--- config.mk ---
export PLATFORM = sky130hd
export DESIGN_NAME = fetch_unit
export DESIGN_NICKNAME = d
export VERILOG_FILES = /design/src/rtl/riscv_fetch_pkg.sv /design/src/rtl/fetch_pc_next.sv /design/src/rtl/fetch_unit.sv
export SDC_FILE = /design/constraint.sdc
export NUM_CORES = 1
export LEC_CHECK = 0
export CORE_UTILIZATION = 30
export CTS_BUF_LIST = sky130_fd_sc_hd__clkbuf_4
export DETAILED_ROUTE_END_ITERATION = 8
export RECOVER_POWER = 50
export REMOVE_ABC_BUFFERS = 1
export SYNTH_ARGS = -nofsm -noshare
export SYNTH_HDL_FRONTEND = slang
export SYNTH_SLANG_ARGS = --single-unit
--- constraint.sdc ---
create_clock -name sysclk -period 1.6 [get_ports sysclk]
set_clock_uncertainty 0.05 [all_clocks]
set_input_delay 0.32 -clock sysclk [delete_from_list [all_inputs] [get_ports sysclk]]
set_output_delay 0.32 -clock sysclk [all_outputs]
set_load 0.005 [all_outputs]
--- src/rtl/riscv_fetch_pkg.sv ---
// rtl/riscv_fetch_pkg.sv - shared constants for the instruction fetch front end
//
// Purpose: widths, PC step, the two program entry points, FSM state
// encodings and the canonical NOP word used by the fetch unit.
// Ports: none (package).

package riscv_fetch_pkg;

  localparam int PC_W    = 8;
  localparam int INSTR_W = 32;
  localparam int PC_STEP = 4;

  localparam logic [PC_W-1:0] RESET_PC_P0 = 8'h00;
  localparam logic [PC_W-1:0] RESET_PC_P1 = 8'h40;

  // One flop is enough for two states; kept as plain constants so older
  // tools that dislike enums in ports can still consume the encoding.
  localparam logic [0:0] ST_IDLE = 1'b0;
  localparam logic [0:0] ST_RUN  = 1'b1;

  localparam logic [INSTR_W-1:0] NOP = 32'h0000_0013;

endpackage

--- src/rtl/fetch_pc_next.sv ---
// rtl/fetch_pc_next.sv - combinational next-PC select and alignment check
//
// Purpose: picks the next PC from redirect target, sequential step or hold,
// and flags a redirect target that is not word aligned.
// Ports:
//   pc_q            in   current PC
//   redirect_valid  in   branch/jump taken this cycle (highest priority)
//   redirect_target in   requested new PC (low two bits forced to zero)
//   advance         in   a word is being captured, step the PC
//   pc_d            out  next PC
//   misalign        out  redirect requested with target[1:0] != 0

module fetch_pc_next #(
  parameter int PC_W    = 8,
  parameter int PC_STEP = 4
) (
  input  logic [PC_W-1:0] pc_q,
  input  logic            redirect_valid,
  input  logic [PC_W-1:0] redirect_target,
  input  logic            advance,
  output logic [PC_W-1:0] pc_d,
  output logic            misalign
);

  always_comb begin
    pc_d     = pc_q;
    misalign = 1'b0;
    if (redirect_valid) begin
      pc_d     = {redirect_target[PC_W-1:2], 2'b00};
      misalign = |redirect_target[1:0];
    end else if (advance) begin
      // Natural modulo-2^PC_W wrap, so the top word rolls over to 0.
      pc_d = pc_q + PC_W'(PC_STEP);
    end
  end

endmodule

--- src/rtl/fetch_unit.sv ---
// rtl/fetch_unit.sv - instruction fetch front end with decode handshake
//
// Purpose: owns the PC, addresses the combinational instruction memory,
// registers the returned word and offers it to decode over valid/ready.
// Handles stall, branch/jump redirect with flush, a sticky misaligned-target
// flag and a saturating count of accepted fetches.
// Ports:
//   sysclk, rst          clock, synchronous active-high reset
//   enable               1 = fetch allowed; 0 = freeze PC, drain only
//   imem_addr/imem_instr instruction memory address out / data in (same cycle)
//   redirect_valid/_target  taken branch or jump and its new PC
//   fd_valid/fd_ready    handshake towards decode
//   fd_instr/fd_pc       fetched word and its address
//   misalign_err         sticky misaligned redirect target flag
//   fetch_count          saturating count of accepted handshakes

module fetch_unit #(
  parameter int                       PC_W     = 8,
  parameter int                       INSTR_W  = 32,
  parameter logic [PC_W-1:0]          RESET_PC = riscv_fetch_pkg::RESET_PC_P0,
  parameter int                       CNT_W    = 16
) (
  input  logic               sysclk,
  input  logic               rst,
  input  logic               enable,
  output logic [PC_W-1:0]    imem_addr,
  input  logic [INSTR_W-1:0] imem_instr,
  input  logic               redirect_valid,
  input  logic [PC_W-1:0]    redirect_target,
  output logic               fd_valid,
  input  logic               fd_ready,
  output logic [INSTR_W-1:0] fd_instr,
  output logic [PC_W-1:0]    fd_pc,
  output logic               misalign_err,
  output logic [CNT_W-1:0]   fetch_count
);

  import riscv_fetch_pkg::*;

  logic [0:0]         state_q,    state_d;
  logic [PC_W-1:0]    pc_q,       pc_d;
  logic               fd_valid_q, fd_valid_d;
  logic [INSTR_W-1:0] fd_instr_q, fd_instr_d;
  logic [PC_W-1:0]    fd_pc_q,    fd_pc_d;
  logic               misalign_q, misalign_d;
  logic [CNT_W-1:0]   count_q,    count_d;

  logic accept;
  logic space;
  logic capture;
  logic tgt_misalign;

  assign accept  = fd_valid_q & fd_ready;
  assign space   = ~fd_valid_q | fd_ready;
  // Fetch only while running and still enabled; a redirect suppresses the
  // capture because the word at pc_q belongs to the squashed path.
  assign capture = (state_q == ST_RUN) & enable & space & ~redirect_valid;

  fetch_pc_next #(
    .PC_W    (PC_W),
    .PC_STEP (PC_STEP)
  ) u_pc_next (
    .pc_q            (pc_q),
    .redirect_valid  (redirect_valid),
    .redirect_target (redirect_target),
    .advance         (capture),
    .pc_d            (pc_d),
    .misalign        (tgt_misalign)
  );

  always_comb begin
    state_d = state_q;
    if (state_q == ST_IDLE) begin
      if (enable) state_d = ST_RUN;
    end else begin
      if (!enable) state_d = ST_IDLE;
    end
  end

  always_comb begin
    fd_valid_d = fd_valid_q;
    fd_instr_d = fd_instr_q;
    fd_pc_d    = fd_pc_q;
    if (redirect_valid) begin
      // Flush; fd_instr/fd_pc keep their old contents but are no longer valid.
      fd_valid_d = 1'b0;
    end else if (capture) begin
      fd_valid_d = 1'b1;
      fd_instr_d = imem_instr;
      fd_pc_d    = pc_q;
    end else if (accept) begin
      // Draining while frozen: the held word leaves and nothing replaces it.
      fd_valid_d = 1'b0;
    end
  end

  always_comb begin
    misalign_d = misalign_q | tgt_misalign;
    count_d    = count_q;
    // The accept counts even in a redirect cycle: that word did reach decode.
    if (accept && !(&count_q)) count_d = count_q + CNT_W'(1);
  end

  always_ff @(posedge sysclk) begin
    if (rst) begin
      state_q    <= ST_IDLE;
      pc_q       <= RESET_PC;
      fd_valid_q <= 1'b0;
      fd_instr_q <= '0;
      fd_pc_q    <= '0;
      misalign_q <= 1'b0;
      count_q    <= '0;
    end else begin
      state_q    <= state_d;
      pc_q       <= pc_d;
      fd_valid_q <= fd_valid_d;
      fd_instr_q <= fd_instr_d;
      fd_pc_q    <= fd_pc_d;
      misalign_q <= misalign_d;
      count_q    <= count_d;
    end
  end

  assign imem_addr    = pc_q;
  assign fd_valid     = fd_valid_q;
  assign fd_instr     = fd_instr_q;
  assign fd_pc        = fd_pc_q;
  assign misalign_err = misalign_q;
  assign fetch_count  = count_q;

endmodule

==> results by group, run 1 <==
Status
  – Status: finished with violations
  – Failing checks: negative setup slack

Clocking
  – Max clock buf depth: 2
  – CTS Buf Count: 9
  – Root Driver: clkbuf_4
  – Clk pin slew, worst setup/hold paths: 0.12 ns
  – H-tree depth: 3
  – Clk Latency, worst-skew pair: 0.40 ns
  – Cts-stage hold buffer count: 0
  – Clock sinks: 63
  – CTS tree: yes

Setup path
  – Crit start category: flop
  – Critical path type: flop to flop
  – CP required: between 1.5 and 2 ns
  – Crit-path max FO: 4
  – WP data arrival: 1.92 ns
  – CP Capture Type: flop

Routing
  – Antenna-violating nets left: 0
  – Detailed Route WL: just under 8000 um
  – Initial DRC count: 40
  – DRT Pass-1 Iters: 4
  – DRC viols: 0
  – WL per Instance: 14.1 um
  – Total number of vias: 2670
  – Vias/cell: 4.75

Cells and area
  – Filler cells: 784
  – ANT cells: 0
  – Finished Cell Area: 4770 um^2
  – P&R area growth vs syn: 80.0%
  – Share of layout cells above drive strength 1: 0.365
  – Commonest non-fill, non-tap cell in the layout: dlygate4sd2_1
  – Final Core Density: 0.569
  – Layout Nets: between 400 and 500
  – Final Non-Filler Cells: 562
  – Highest-count cells in the layout ignoring fill and taps: dlygate4sd2_1 (60), nor2_1 (52), buf_4 (51)

Logic synthesis
  – Post-synth top area share: 0.476
  – Ys async rst share: 0
  – Main combinational cell family by area after synthesis: simple AND/OR/NAND/NOR gates
  – Area share of xor/xnor cells in the synthesized design: 0.0165
  – Syn Area/Cell: 9.57 um^2
  – Syn Std Cell Area: roughly 2700 um^2
  – Ys flop type: dfxtp_1
  – Synth Register Bits: 63
  – YS warnings: 0
  – Post-synthesis mux area share: 0.164
  – Top cell type by total area after synthesis: dfxtp_1
  – Post-synthesis adder-cell area fraction: 0.00944
  – Synth Area in Compound Gates: 0.0718
  – Synth Instances: between 200 and 300
  – Largest cells by area after synthesis: dfxtp_1 (48%), mux2i_1 (15%), nor2_1 (7.6%)
  – Number of enable flip-flop cells after synthesis: 0
  – Seq/Total Area, Yosys: 0.476
  – Synth unique cells: 38
  – Simple-Gate Fraction of Synth Area: 0.219

STA
  – Final Hold Vio Count: 0
  – Final setup margin: -0.0431 ns
  – RSZ-0062 raised after global routing: yes
  – Fin crit period: 1.64 ns
  – Final period utilization: 1.03
  – Final setup violation count: 7
  – Max-slew violations: 0
  – Fmax: a little over 600 MHz
  – Post-route setup TNS: -0.129 ns
  – Hold WS: 0.249 ns

Flow run
  – Max-Cap Viols: 0

Power and ir drop
  – Switching fraction of total power: 0.243
  – Pwr Density: 638 nW/um^2
  – Lkg Pwr: 2.11 nW
  – Flop pwr share: 0.531
  – Gate power share: 0.115
  – NetSw: 0.740 mW
  – Worst-case vdd ir drop: 457 uV
  – Pwr Total: 3.04 mW
  – Internal power: 2.30 mW
  – Clock share of power: 0.353

Place
  – Placed cell areas: approximately 4200 um^2
  – Gpl congestion: 0.825
  – Cells after DPL: 520
  – DP HPWL: 5050 um
  – Pre-CTS WS: -0.495 ns
  – PortBufs: ~110

GRT
  – Antenna violations before repair: 0
  – All-Layer GR Usage: 0.172
  – Grt ovf: 0
  – Largest net degree at the start of global routing: 32
  – Vias in the first global route: 2548
  – First-pass GRT wire length: 12000 um

Floorplan
  – Core area: 8380 um^2
  – Die area: around 9000 um^2
  – IO Count: 111
  – Die span in x: approximately 96 um
  – Row Count: 33
  – Die Span Y: approximately 96 um
  – Starting density of the core: 0.316

Min path
  – Hold Path Class: primary input to flop
==> cells by family after synthesis <==
group,after synthesis
AND/OR/NAND/NOR,111
flip-flops,63
XOR/XNOR,5
AO/OA/AOI/OAI,30
adder cells (fa/ha/maj),2
multiplexers,43
other,1
buffers and inverters,22
==> area by class of cell <==
| class | instances | area, um^2 | area share |
|---|---|---|---|
| Inverter | 5 | 18.8 | 0.00393 |
| Tap cell | 105 | 131 | 0.0275 |
| Sequential cell | 63 | 1340 | 0.280 |
| Multi-Input combinational cell | 195 | 1460 | 0.305 |
| Clock buffer | 10 | 75.1 | 0.0157 |
| Clock inverter | 6 | 61.3 | 0.0129 |
| Timing Repair Buffer | 178 | 1690 | 0.354 |
==> timing repair <==
| item | CTS | global route |
|---|---|---|
| setup endpoints to repair | 94 | 47 |
| gates resized for setup | 131 | 44 |
| buffers inserted | 20 | 10 |
| cloned | 2 | 1 |
| hold endpoints to repair | 0 | 0 |
| pin swaps | 5 | 27 |
==> critical path, cell delays in order, from the launching register on <==
cell and delay (ns):
dfxtp_4 0.37, ha_4 0.16, nand3_4 0.10, or3_4 0.40
or3_1 0.38, a21oi_1 0.12
==> routing by layer <==
metal  track usage  up-vias  wire length [um]
li1              -     1326                 -
met1         0.207     1253              3490
met3        0.0490       10               485
met2         0.288       81              3830
met5             0        -                 0
met4        0.0647        0                97
==> power groups by stage <==
stage | clock network (mW) | registers [mW] | logic, mW
after floorplan | 0 | 1.66 | 0.0840
after global placement | 0 | 1.66 | 0.330
after detailed placement | 0 | 1.66 | 0.334
after CTS | 1.13 | 1.62 | 0.351
after global routing | 1.19 | 1.62 | 0.385
final | 1.07 | 1.62 | 0.351
==> state kept, by name, indices dropped and copies added, names as in the netlist <==
signal	flops
misalign_err	1
imem_addr	6
fetch_count	16
fd_pc	6
fd_instr	32
state_q	1
fd_valid	1
==> synthesized netlist by cell type, drive strengths merged (2+ instances only) <==
cell type and number:
dfxtp 63, nor2 54, mux2i 40, buf 10, a21oi 9, nand2 9
nor3 9, clkbuf 7, nor4 7, nand3 6, o21ai 6, a211oi 5
inv 5, nand4 5, nor2b 5, or3 5, xnor2 5, o31ai 4
or4 4, mux2 3, a311oi 2, a31oi 2, and3 2, ha 2
nand2b 2
==> path summary, 6_finish.rpt <==
check / from / slack (ns) / cells past startpoint / endpoint
hold / removal: rst / 0.25 / 2 / fetch_count[11]$_SDFFE_PP0P_
setup / recovery: fetch_count[1]$_SDFFE_PP0P_ / -0.04 / 5 / fetch_count[10]$_SDFFE_PP0P_
hold reg to reg: misalign_err$_SDFF_PP0_ / 0.40 / 2 / misalign_err$_SDFF_PP0_
setup reg to reg: fetch_count[1]$_SDFFE_PP0P_ / -0.04 / 5 / fetch_count[10]$_SDFFE_PP0P_
No activity file was read; power rests on OpenSTA's default activity.
==> run 2: changes to the inputs <==
--- a/config.mk
+++ b/config.mk
@@ -8,6 +8,7 @@
 export CORE_UTILIZATION = 30
 export CTS_BUF_LIST = sky130_fd_sc_hd__clkbuf_4
 export DETAILED_ROUTE_END_ITERATION = 8
+export GPL_TIMING_DRIVEN = 0
 export RECOVER_POWER = 50
 export REMOVE_ABC_BUFFERS = 1
 export SYNTH_ARGS = -nofsm -noshare
==> run 2 against run 1 <==
  * The flow still finishes with violations (negative setup slack)
  * Global-route usage shrank 0.94 points
  * Die area is the same
  * Via count shrank 3.9%
  * Utilization shrank 3.2 points
  * Critical endpoint is now fetch_count[13]$_SDFFE_PP0P_
==> results by group, run 2 (synthesis results as in run 1) <==
Status
  – Status: finished with violations
  – Failing checks: negative setup slack

Flow run
  – Max-Cap Viols: 0

Clocking
  – Clk Latency, worst-skew pair: 0.40 ns
  – CTS tree: yes
  – Cts-stage hold buffer count: 0
  – Clock sinks: 63
  – H-tree depth: 3
  – Clk pin slew, worst setup/hold paths: around 0.11 ns
  – Max clock buf depth: 2
  – CTS Buf Count: 9
  – Root Driver: clkbuf_4

Floorplan
  – Die Span Y: 96.0 um
  – IO Count: approximately 110
  – Die span in x: 96.0 um
  – Die area: 9210 um^2
  – Row Count: 33
  – Starting density of the core: 0.316
  – Core area: 8380 um^2

Setup path
  – CP max stage cell: dfxtp_4
  – CP required: 1.85 ns
  – Crit-path max FO: 3
  – Worst Setup SP: fd_valid$_SDFFE_PP0P_
  – CP Cell Sequence: buf_6 -> nand4_1 -> buf_4 -> nor4_4 -> o2111ai_2 -> mux2_4
  – CP Capture Type: flop
  – Critical path type: flop to flop
  – Max incr delay on CP: 0.37 ns
  – WP data arrival: 1.89 ns
  – Crit start category: flop
  – Worst R2R Start: fd_valid$_SDFFE_PP0P_

STA
  – Max-slew violations: 0
  – Fmax: ~610 MHz
  – Fin crit period: 1.65 ns
  – RSZ-0062 raised after global routing: yes
  – Final setup margin: -0.0464 ns
  – Max_slew headroom: 0.581
  – Final setup violation count: 7
  – Final Hold Vio Count: 0
  – Post-route setup TNS: -0.202 ns
  – Final period utilization: 1.03
  – Slew @ Worst Pin: roughly 0.63 ns

GRT
  – Largest net degree at the start of global routing: 37
  – First-pass GRT wire length: 11400 um
  – Vias in the first global route: roughly 2.4k
  – All-Layer GR Usage: 0.163
  – Grt ovf: 0
  – Antenna violations before repair: 0

Routing
  – Initial DRC count: 87
  – Antenna-violating nets left: 0
  – Detailed Route WL: approximately 7500 um
  – DRT Pass-1 Iters: 4
  – DRC viols: 0
  – Vias/cell: 4.76
  – WL per Instance: roughly 14 um
  – Total number of vias: approximately 2.6k

Cells and area
  – Commonest non-fill, non-tap cell in the layout: dlygate4sd2_1
  – Number of flip-flops in the largest register: 32
  – P&R area growth vs syn: 69.8%
  – Highest-count cells in the layout ignoring fill and taps: dlygate4sd2_1 (63), nor2_1 (54), dfxtp_1 (48)
  – Share of layout cells above drive strength 1: 0.235
  – ANT cells: 0
  – Layout Nets: 476

Power and ir drop
  – Worst-case vdd ir drop: approximately 470 uV
  – Pwr Density: 669 nW/um^2
  – Pwr Total: 3.01 mW
  – Lkg Pwr: 1.98 nW

Place
  – PortBufs: about 110
  – DP HPWL: 4640 um
  – Gpl congestion: around 0.76

Min path
  – Hold Path Class: primary input to flop
  – Hold Crit Start: enable
run 2: changes by cell type in the layout (fill, tap and decap cells not counted), moves of 2 or more:
| cell | before | now |
|---|---|---|
| dfxtp_1 | 14 | 48 |
| buf_4 | 51 | 37 |
| buf_6 | 13 | 3 |
| buf_12 | 5 | 3 |
| dfxtp_2 | 43 | 2 |
| nand2_2 | 3 | 0 |
| dfxtp_4 | 6 | 13 |
| nor2_1 | 52 | 54 |
| nand2_1 | 6 | 8 |
| dlygate4sd3_1 | 2 | 0 |
| dlygate4sd2_1 | 60 | 63 |
run 2: area by class of cell:
type,instances,area [um^2]
Tap cell,105,131
Inverter,5,18.8
Fill cell,813,3880
Clock buffer,10,75.1
Timing Repair Buffer,155,1460
Clock inverter,6,60.1
Sequential cell,63,1310
Multi-Input combinational cell,195,1450
run 2: final timing paths:
kind         slack [ns]  cells after the start                            to
max               -0.05                      6  fetch_count[13]$_SDFFE_PP0P_
min reg2reg        0.40                      2       misalign_err$_SDFF_PP0_
min                0.21                      2            state_q$_SDFF_PP0_
max reg2reg       -0.05                      6  fetch_count[13]$_SDFFE_PP0P_
run 2: per-layer routing:
| metal | up-vias | share of wire | global-route usage |
|---|---|---|---|
| met4 | 0 | 0.0075 | 0.0522 |
| met3 | 8 | 0.071 | 0.0529 |
| met2 | 77 | 0.49 | 0.272 |
| li1 | 1277 | - | - |
| met5 | - | 0 | 0 |
| met1 | 1204 | 0.43 | 0.196 |
run 2: critical path: cells and delay by family, from the launching register on:
kind	cells	cell delay (ns)
flip-flops	1	0.37
AND/OR/NAND/NOR	2	0.34
multiplexers	1	0.32
buffers and inverters	2	0.29
AO/OA/AOI/OAI	1	0.17
run 2: timing repair:
| item | in CTS | in global routing |
|---|---|---|
| endpoints found under the setup margin | 119 | 43 |
| pin swaps | 16 | 15 |
| buffers inserted | 33 | 11 |
| cloned | 1 | 0 |
| gates resized for setup | 147 | 17 |
run 2: power by group:
| group | internal [mW] | switching [mW] | leakage [nW] |
|---|---|---|---|
| clock network | 0.489 | 0.589 | 0.0742 |
| logic | 0.202 | 0.128 | 1.38 |
| registers | 1.58 | 0.0198 | 0.522 |
| total | 2.27 | 0.736 | 1.98 |
run 2: metrics by stage:
step                      setup WS [ns]  area [um^2]  hold WS, ns  cells  utilization
after floorplan                   -1.63         2570        0.339    263            -
after global placement            -3.12         3760        0.395    474        0.449
after detailed placement          -1.09         3850        0.393    478        0.460
after CTS                       -0.0924         4410        0.354    528        0.526
after global routing             -0.123         4500        0.190    539        0.537
final                           -0.0464         4500        0.214    539        0.537
==> run 3: changes to the inputs <==
--- a/config.mk
+++ b/config.mk
@@ -8,9 +8,10 @@
 export CORE_UTILIZATION = 30
 export CTS_BUF_LIST = sky130_fd_sc_hd__clkbuf_4
 export DETAILED_ROUTE_END_ITERATION = 8
-export GPL_TIMING_DRIVEN = 0
+export GPL_TIMING_DRIVEN = 1
 export RECOVER_POWER = 50
 export REMOVE_ABC_BUFFERS = 1
+export SETUP_SLACK_MARGIN = 0.5
 export SYNTH_ARGS = -nofsm -noshare
 export SYNTH_HDL_FRONTEND = slang
 export SYNTH_SLANG_ARGS = --single-unit
==> run 3 against run 2 <==
  * Critical path depth fell by 1
  * Largest power group unchanged
  * The run still ends with negative setup slack left
  * First-iteration DRC count fell by 40%
  * Critical endpoint unchanged
  * Power increased by 3.4%
  * Highest routed layer unchanged
==> results by group, run 3 (synthesis results as in run 1) <==
STA
  – Fmax: 591 MHz
  – Fin crit period: 1.69 ns
  – Hold WS: between 0.2 and 0.3 ns
  – RSZ-0062 raised after global routing: yes
  – Post-route setup TNS: -1.16 ns
  – Final Hold Vio Count: 0
  – Max-slew violations: 0
  – Final period utilization: 1.06
  – Final setup margin: -0.0931 ns
  – Final setup violation count: 28

Flow run
  – Max-Cap Viols: 0

Clocking
  – Clock sinks: 63
  – Max clock buf depth: 2
  – Cts-stage hold buffer count: 0
  – Clk Latency, worst-skew pair: between 0.4 and 0.5 ns
  – CTS Buf Count: 9
  – Clk pin slew, worst setup/hold paths: 0.11 ns
  – Root Driver: clkbuf_4
  – CTS tree: yes
  – H-tree depth: 3

Routing
  – Total number of vias: 2822
  – DRC viols: 0
  – Antenna-violating nets left: 0
  – DRT Pass-1 Iters: 4
  – WL per Instance: around 15 um
  – Initial DRC count: 52
  – Detailed Route WL: between 8000 and 9000 um
  – Vias/cell: 4.76

GRT
  – Largest net degree at the start of global routing: 32
  – Antenna violations before repair: 0
  – Grt ovf: 0
  – All-Layer GR Usage: 0.186
  – Vias in the first global route: 2731
  – First-pass GRT wire length: 12900 um

Cells and area
  – Commonest non-fill, non-tap cell in the layout: buf_6
  – Share of layout cells above drive strength 1: 0.586
  – P&R area growth vs syn: 99.8%
  – ANT cells: 0
  – Finished Cell Area: 5300 um^2
  – Layout Nets: 530
  – FF/Latch Area: 1350 um^2
  – Filler cells: roughly 710
  – Area of the multi-input gates: approximately 1600 um^2
  – Number of flip-flops in the largest register: 32
  – Highest-count cells in the layout ignoring fill and taps: buf_6 (79), dfxtp_2 (57), nor2_1 (50), buf_4 (50), clkdlybuf4s50_1 (41)

Floorplan
  – Die span in x: 96.0 um
  – Starting density of the core: 0.316
  – Core area: 8380 um^2
  – Die area: 9210 um^2
  – IO Count: approximately 110
  – Row Count: 33
  – Die Span Y: 96.0 um

Place
  – Pre-CTS WS: -0.495 ns
  – Placed cell areas: between 4000 and 5000 um^2
  – PortBufs: 106
  – Gpl congestion: ~0.82
  – DP HPWL: a little over 5000 um

Power and ir drop
  – Pwr Density: 588 nW/um^2
  – Flop pwr share: 0.522
  – NetSw: 0.773 mW
  – Lkg Pwr: 2.18 nW
  – Gate power share: 0.129
  – Pwr Total: 3.11 mW
  – Worst-case vdd ir drop: 491 uV
  – Switching fraction of total power: 0.248
  – Internal power: 2.34 mW
  – Clock share of power: 0.349

Min path
  – Hold Path Class: primary input to flop

Setup path
  – CP max stage cell: nor4_2
  – Critical path type: flop to flop
  – CP required: 1.86 ns
  – CP Capture Type: flop
  – WP data arrival: 1.95 ns
  – Max incr delay on CP: 0.40 ns
  – CP Cell Sequence: buf_6 -> nand4_4 -> nor4_2 -> o2111ai_1 -> mux2_1
  – Crit start category: flop
  – Crit-path max FO: 6

Status
  – Failing checks: negative setup slack
  – Status: finished with violations
run 3: layer usage:
metal | vias to the layer above | part of all wire | global-route usage
li1 | 1386 | - | -
met3 | 15 | 0.057 | 0.0513
met4 | 0 | 0.016 | 0.0684
met2 | 95 | 0.50 | 0.327
met5 | - | 0 | 0
met1 | 1326 | 0.43 | 0.215
run 3: path summary, 6_finish.rpt:
path                                             startpoint                      endpoint  slack, ns  cells after the start
worst max-delay path            fetch_count[5]$_SDFFE_PP0P_  fetch_count[13]$_SDFFE_PP0P_      -0.09                      5
worst min-delay path                                    rst   fetch_count[8]$_SDFFE_PP0P_       0.27                      2
worst max register to register  fetch_count[5]$_SDFFE_PP0P_  fetch_count[13]$_SDFFE_PP0P_      -0.09                      5
worst min register to register      misalign_err$_SDFF_PP0_       misalign_err$_SDFF_PP0_       0.40                      2
run 3: through the flow:
| step | cells | utilization |
|---|---|---|
| 6_report | 593 | 0.632 |
| 5_1_grt | 593 | 0.632 |
| 4_1_cts | 578 | 0.591 |
| 3_5_place_dp | 520 | 0.496 |
| 3_3_place_gp | 520 | 0.496 |
| 2_1_floorplan | 263 | - |
run 3: final cells by class:
class                      instances  share of cell area
clock inverter                     6              0.0116
tap                              105              0.0248
sequential                        63               0.255
clock buffer                      10              0.0142
multi-input combinational        195               0.297
timing repair buffer             209               0.393
inverter                           5             0.00354
run 3: what timing repair did:
action,CTS,global route
resized for setup,406,46
endpoints found under the hold margin,0,0
setup buffers,39,14
gates cloned,3,1
pin swaps,33,19
endpoints found under the setup margin,122,123
run 3: power by group through the flow:
stage / sequential, mW / clock (mW) / combinational [mW]
after floorplan: 1.66 / 0 / 0.0840
after global placement: 1.66 / 0 / 0.330
after detailed placement: 1.66 / 0 / 0.334
after CTS: 1.62 / 1.13 / 0.380
after global routing: 1.63 / 1.19 / 0.433
final: 1.62 / 1.09 / 0.400
run 3: worst max-delay path, delay by kind of cell, from the launching register on:
kind            cells  cell delay, ns
simple gates        2            0.58
flops               1            0.36
mux                 1            0.33
compound gates      1            0.18
buf+inv             1            0.10
